<file path="src/rtl/seq_detect_pkg.sv">
// Shared types and constants for the serial pattern detector controller.
// Latency: n/a (declarations only).
// Backpressure: n/a.
package seq_detect_pkg;

  // Controller state: detection is either disarmed or consuming bits.
  typedef enum logic {
    ST_IDLE  = 1'b0,
    ST_ARMED = 1'b1
  } state_e;

  // Configuration values restored by reset.
  localparam int   DEF_LEN     = 1;
  localparam logic DEF_OVERLAP = 1'b1;

  // The length field must hold the value MAX_LEN itself, hence the +1.
  function automatic int len_width(input int max_len);
    return $clog2(max_len) + 1;
  endfunction

endpackage

</file>
<file path="src/rtl/seq_match_core.sv">
// Shift register, fill counter and length-masked compare for the detector.
// Latency: hit_o is combinational on the shifting cycle, match_o follows one cycle later.
// Backpressure: none; a bit is consumed whenever shift_i is high.
module seq_match_core
  import seq_detect_pkg::*;
#(
  parameter int MAX_LEN = 8,
  parameter int LEN_W   = len_width(MAX_LEN)
) (
  input  logic               clk,
  input  logic               rst,
  input  logic               clr_i,
  input  logic               shift_i,
  input  logic               bit_i,
  input  logic [LEN_W-1:0]   len_i,
  input  logic [MAX_LEN-1:0] pattern_i,
  input  logic               overlap_i,
  output logic               hit_o,
  output logic               match_o
);

  localparam logic [LEN_W-1:0] FILL_MAX = LEN_W'(MAX_LEN);

  logic [MAX_LEN-1:0] hist_q, hist_d;
  logic [MAX_LEN-1:0] mask;
  logic [LEN_W-1:0]   fill_q, fill_d, fill_inc;
  logic               match_q;

  // Bits at or above the programmed length take no part in the compare.
  always_comb begin
    mask = '0;
    for (int k = 0; k < MAX_LEN; k++) begin
      mask[k] = (k < int'(len_i));
    end
  end

  // Shift the new bit in and compare against the post-shift history in the same cycle.
  always_comb begin
    hist_d   = hist_q;
    fill_d   = fill_q;
    fill_inc = (fill_q == FILL_MAX) ? fill_q : fill_q + LEN_W'(1);
    hit_o    = 1'b0;
    if (shift_i) begin
      hist_d = {hist_q[MAX_LEN-2:0], bit_i};
      hit_o  = (fill_inc >= len_i) && ((hist_d & mask) == (pattern_i & mask));
      // Non-overlapping mode forgets the matched bits so the next match needs a fresh window.
      fill_d = (hit_o && !overlap_i) ? '0 : fill_inc;
    end
  end

  // History, fill and the registered match pulse; clear is used when detection is armed.
  always_ff @(posedge clk) begin
    if (rst || clr_i) begin
      hist_q  <= '0;
      fill_q  <= '0;
      match_q <= 1'b0;
    end else begin
      hist_q  <= hist_d;
      fill_q  <= fill_d;
      match_q <= hit_o;
    end
  end

  assign match_o = match_q;

endmodule

</file>
<file path="src/rtl/seq_detect_ctrl.sv">
// Programmable serial bit-pattern detector controller with match counter and event handshake.
// Latency: a matching bit sampled at edge N shows out/match_cnt/evt_valid after edge N.
// Backpressure: events are never stalled; a match while one is pending sets evt_ovf.
module seq_detect_ctrl
  import seq_detect_pkg::*;
#(
  parameter int MAX_LEN = 8,
  parameter int CNT_W   = 16,
  parameter int LEN_W   = len_width(MAX_LEN)
) (
  input  logic               clk,
  input  logic               rst,
  input  logic               cfg_we,
  input  logic [MAX_LEN-1:0] cfg_pattern,
  input  logic [LEN_W-1:0]   cfg_len,
  input  logic               cfg_overlap,
  input  logic               start,
  input  logic               stop,
  input  logic               bit_valid,
  input  logic               i,
  output logic               out,
  output logic               evt_valid,
  input  logic               evt_ack,
  output logic               evt_ovf,
  output logic [CNT_W-1:0]   match_cnt,
  output logic               busy,
  output logic               cfg_err
);

  state_e state_q, state_d;

  logic [MAX_LEN-1:0] pat_q;
  logic [LEN_W-1:0]   len_q;
  logic               ovl_q;
  logic               cfg_err_q;

  logic [CNT_W-1:0]   cnt_q, cnt_d;
  logic               evt_valid_q, evt_valid_d;
  logic               evt_ovf_q, evt_ovf_d;

  logic               arm_fire;
  logic               shift_en;
  logic               len_ok;
  logic               cfg_acc;
  logic               hit;
  logic               match;

  // State register.
  always_ff @(posedge clk) begin
    if (rst) begin
      state_q <= ST_IDLE;
    end else begin
      state_q <= state_d;
    end
  end

  // Next state: stop dominates start, and start is meaningless once armed.
  always_comb begin
    state_d = state_q;
    case (state_q)
      ST_IDLE:  if (start && !stop) state_d = ST_ARMED;
      ST_ARMED: if (stop)           state_d = ST_IDLE;
      default:  state_d = ST_IDLE;
    endcase
  end

  // FSM outputs: arming pulse, shift qualification and busy flag.
  always_comb begin
    arm_fire = (state_q == ST_IDLE) && start && !stop;
    shift_en = (state_q == ST_ARMED) && bit_valid;
    busy     = (state_q == ST_ARMED);
  end

  // A write is only safe while disarmed and with a length the compare can represent.
  always_comb begin
    len_ok  = (cfg_len != '0) && (cfg_len <= LEN_W'(MAX_LEN));
    cfg_acc = cfg_we && (state_q == ST_IDLE) && len_ok;
  end

  // Configuration registers; a rejected write leaves the old config intact but flags it.
  always_ff @(posedge clk) begin
    if (rst) begin
      pat_q     <= '0;
      len_q     <= LEN_W'(DEF_LEN);
      ovl_q     <= DEF_OVERLAP;
      cfg_err_q <= 1'b0;
    end else if (cfg_we) begin
      if (cfg_acc) begin
        pat_q     <= cfg_pattern;
        len_q     <= cfg_len;
        ovl_q     <= cfg_overlap;
        cfg_err_q <= 1'b0;
      end else begin
        cfg_err_q <= 1'b1;
      end
    end
  end

  seq_match_core #(
    .MAX_LEN (MAX_LEN),
    .LEN_W   (LEN_W)
  ) u_core (
    .clk       (clk),
    .rst       (rst),
    .clr_i     (arm_fire),
    .shift_i   (shift_en),
    .bit_i     (i),
    .len_i     (len_q),
    .pattern_i (pat_q),
    .overlap_i (ovl_q),
    .hit_o     (hit),
    .match_o   (match)
  );

  // Counter and event state use the unregistered hit so they line up with the out pulse.
  always_comb begin
    cnt_d       = cnt_q;
    evt_valid_d = evt_valid_q;
    evt_ovf_d   = evt_ovf_q;
    if (arm_fire) begin
      cnt_d       = '0;
      evt_valid_d = 1'b0;
      evt_ovf_d   = 1'b0;
    end else begin
      if (evt_ack) begin
        evt_valid_d = 1'b0;
      end
      if (hit) begin
        if (cnt_q != '1) begin
          cnt_d = cnt_q + CNT_W'(1);
        end
        evt_valid_d = 1'b1;
        // An ack in the same cycle consumes the old event, so nothing is lost.
        if (evt_valid_q && !evt_ack) begin
          evt_ovf_d = 1'b1;
        end
      end
    end
  end

  // Counter and event registers.
  always_ff @(posedge clk) begin
    if (rst) begin
      cnt_q       <= '0;
      evt_valid_q <= 1'b0;
      evt_ovf_q   <= 1'b0;
    end else begin
      cnt_q       <= cnt_d;
      evt_valid_q <= evt_valid_d;
      evt_ovf_q   <= evt_ovf_d;
    end
  end

  assign out       = match;
  assign evt_valid = evt_valid_q;
  assign evt_ovf   = evt_ovf_q;
  assign match_cnt = cnt_q;
  assign cfg_err   = cfg_err_q;

endmodule

</file>
<file path="config.mk">
export PLATFORM = sky130hd
export DESIGN_NAME = seq_detect_ctrl
export DESIGN_NICKNAME = d
export VERILOG_FILES = /design/src/rtl/seq_detect_pkg.sv /design/src/rtl/seq_match_core.sv /design/src/rtl/seq_detect_ctrl.sv
export SDC_FILE = /design/constraint.sdc
export NUM_CORES = 1
export LEC_CHECK = 0
export ABC_AREA = 0
export CORE_AREA = 4 4 74 76
export CTS_BUF_LIST = sky130_fd_sc_hd__clkbuf_16
export DETAILED_ROUTE_END_ITERATION = 6
export DIE_AREA = 0 0 78 80
export PLACE_DENSITY = 0.71
export SYNTH_ARGS = -nofsm -noshare
export SYNTH_HDL_FRONTEND = slang
export SYNTH_SLANG_ARGS = --single-unit
</file>
<file path="constraint.sdc">
create_clock -name clk -period 2.28 [get_ports clk]
set_input_delay 0.456 -clock clk [delete_from_list [all_inputs] [get_ports clk]]
set_output_delay 0.456 -clock clk [all_outputs]
set_load 0.01 [all_outputs]
</file>
==> out/summary.txt <==
Pwr Density: 600 mW/mm²
GRT busiest layer: met2
Most frequent cells in the layout: 42 x dfxtp_1, 40 x clkdlybuf4s50_1, 23 x nand2_1, 23 x buf_4, 22 x nor2_1
# hold bufs at CTS: 0
CORE AREA: 0.00472 mm²
Drt pass-1 iters: 4
Synth Net Count: 276
Met1 Use GR: 23.0%
Largest net degree at the start of global routing: 20
Clock latency on the worst-skew pair: 0.28 ns
Final setup margin: -0.114 ns
Largest cells by area after synthesis: dfxtp_1 42%, mux2i_1 5.6%, a21oi_1 4.6%
Grt met3 use: 2.93%
YS warnings: 0
Worst-margin pin slew: 0.431 ns
Tcrit/Tclk final: 105%
Die Area: 0.00624 mm²
Crit path kind: flip-flop to flip-flop
Wire length of the first global-routing pass: 9070 µm
Total length of routed wires: 5480 µm
CTS Buf Count: 5
Post-Syn Area: 0.00216 mm²
Routed vias/inst: 5.36
Placer Congestion: 0.795
Initial antenna violation count: 0
Row cnt: 25
Fin. Hold Viols: 0
Failing checks: setup timing
I/O pin total: 42
Most common cell after layout, fill and taps aside: dfxtp_1
Setup crit end kind: flip-flop
Hold Path Class: flip-flop to flip-flop
Share of cells above drive strength 1: 21.2%
Clk buf depth: 2
Hold Slack: 0.477 ns
Top FF cell, synth: dfxtp_1
Share of the synthesized area in the top cell type: 41.7%
First-iteration detailed-routing DRC count: 116
Starting density of the core: 45.7%
DR WL/cell: 14.5 µm
DRT antenna net count: 0
Cell accounting for the most synthesized area: dfxtp_1
Htree depth: 2
Fmax: 0.418 GHz
Worst Path Max Fanout: 4
CP Launch Type: flip-flop
Vias in the first global route: 1959
Required @ worst endpoint: 2.50 ns
VDD IR-drop max: 0.424 mV
Via count: 2025
Relative max-transition margin: 71.3%
Global route overflow: 0
Post-synth EDFFs: 0
Pre-CTS setup slack: -0.389 ns
Post-layout nets: 339
Die height: 80 µm
Synth-to-layout area growth: 44.5%
Status: finished, violations left
Seq/Total Area, Yosys: 41.7%
M2 GR Usage: 31.1%
Synthesized instance count: 248
ANT cells: 0
Clock Skew: 0.00300 ns
Drt drc: 0
Setup-failing EPs final: 9
CTS root buf: clkbuf_16
Port bufs: 41
Min cycle time layout: 2.39 ns
Pleak: 1.09 nW
Ys async rst share: 0%
Die X: 78 µm
Max Slew Vio Count: 0
CTS tree: yes
Total Routing Usage GR: 18.2%
Mean Syn Cell Area: 8.71 µm²
Core Util, Final: 66.1%
Netlist cell types: 39
Maxcap violations: 0
Seq cells post-synth: 45
Clock Sinks: 45
RSZ-0062 raised after global routing: yes
Critical path arrival: 2.61 ns
CTS clk-pin slew, worst paths: 0.06 ns
DP HPWL: 3930 µm
cells in the mapped netlist (all sizes together) (2+ instances only):
library cell and count:
nand3 21, a21oi 20, xor2 8, or3 9, nand2 26, dfxtp 45, buf 2, and4 2
a211o 2, ha 7, or2 2, o21ai 14, a221oi 2, nor2b 2, or4 2, nand4 5
nor2 24, nor3 5, clkbuf 8, mux2i 12, a21o 2, xnor2 7, o211ai 3, inv 6
worst paths after layout:
check,startpoint,end,slack [ns],depth (start not counted)
worst max-delay path,u_core.fill_q[0],match_cnt[14],-0.11,13
worst min-delay path,evt_ovf,evt_ovf,0.48,2
worst max register to register,u_core.fill_q[0],match_cnt[14],-0.11,13
worst min register to register,evt_ovf,evt_ovf,0.48,2
critical path: stages (launching register included):
cell	delay, ns
dfxtp_2	0.34
inv_2	0.05
ha_4	0.16
nand2_4	0.07
nand2_4	0.05
mux2i_4	0.19
ha_4	0.17
o21a_1	0.14
o22ai_2	0.10
a221oi_4	0.22
buf_6	0.14
nand4_1	0.18
or3_1	0.39
a21oi_2	0.13
state kept, by name, summed over array words and instances (netlist names):
register        count
evt_valid           1
ovl_q               1
u_core.fill_q       4
busy                1
u_core.hist_q       7
match_cnt          16
u_core.match_o      1
pat_q               8
evt_ovf             1
len_q               4
cfg_err             1
cell type report:
type                       count  area (µm²)
multi-input combinational    187        1350
inverter                       6        22.5
fill                         413        1600
timing repair buffer          66         604
clock inverter                 2        35.0
clock buffer                   5         125
tap                           67        83.8
sequential                    45         905
routing by layer:
metal / part of all wire, % / vias up / wire, µm
met2: 51 / 45 / 2780
met4: 1.7 / 0 / 93
met1: 43 / 962 / 2360
met3: 4.5 / 7 / 248
li1: - / 1011 / -
met5: 0 / - / 0
cells by family (layout without fill, tap and decap cells):
| logic type | Yosys count | in the layout | synth area share [%] |
|---|---|---|---|
| simple gates | 101 | 101 | 22.8 |
| compound gates | 52 | 52 | 16.6 |
| flops | 45 | 45 | 41.7 |
| buf+inv | 16 | 79 | 3.18 |
| xor+xnor | 15 | 15 | 6.08 |
| mux | 12 | 12 | 5.56 |
| fa+ha+maj | 7 | 7 | 4.05 |
repair_timing:
action | CTS | global route
buffers inserted | 2 | 1
pin swaps | 13 | 6
gates resized for setup | 22 | 15
setup endpoints to repair | 18 | 19
through the flow:
| step | power, W | cell area, µm² | TNS (ns) | instances |
|---|---|---|---|---|
| global route | 0.00195 | 3120 | -2.52 | 378 |
| global placement | 0.00106 | 2780 | -5.01 | 368 |
| detailed placement | 0.00106 | 2780 | -5.76 | 368 |
| floorplan | 0.000960 | 2170 | 0 | 248 |
| CTS | 0.00187 | 3050 | -0.504 | 377 |
| finish | 0.00187 | 3120 | -0.735 | 378 |
power breakdown:
group	switching, W	leakage (nW)	internal, W	total [W]
clock	0.000285	0.0797	0.000508	0.000794
sequential	0.0000162	0.366	0.000804	0.000821
combinational	0.000127	0.639	0.000133	0.000260
total	0.000428	1.09	0.00145	0.00187
No activity file was read; power rests on OpenSTA's default activity.
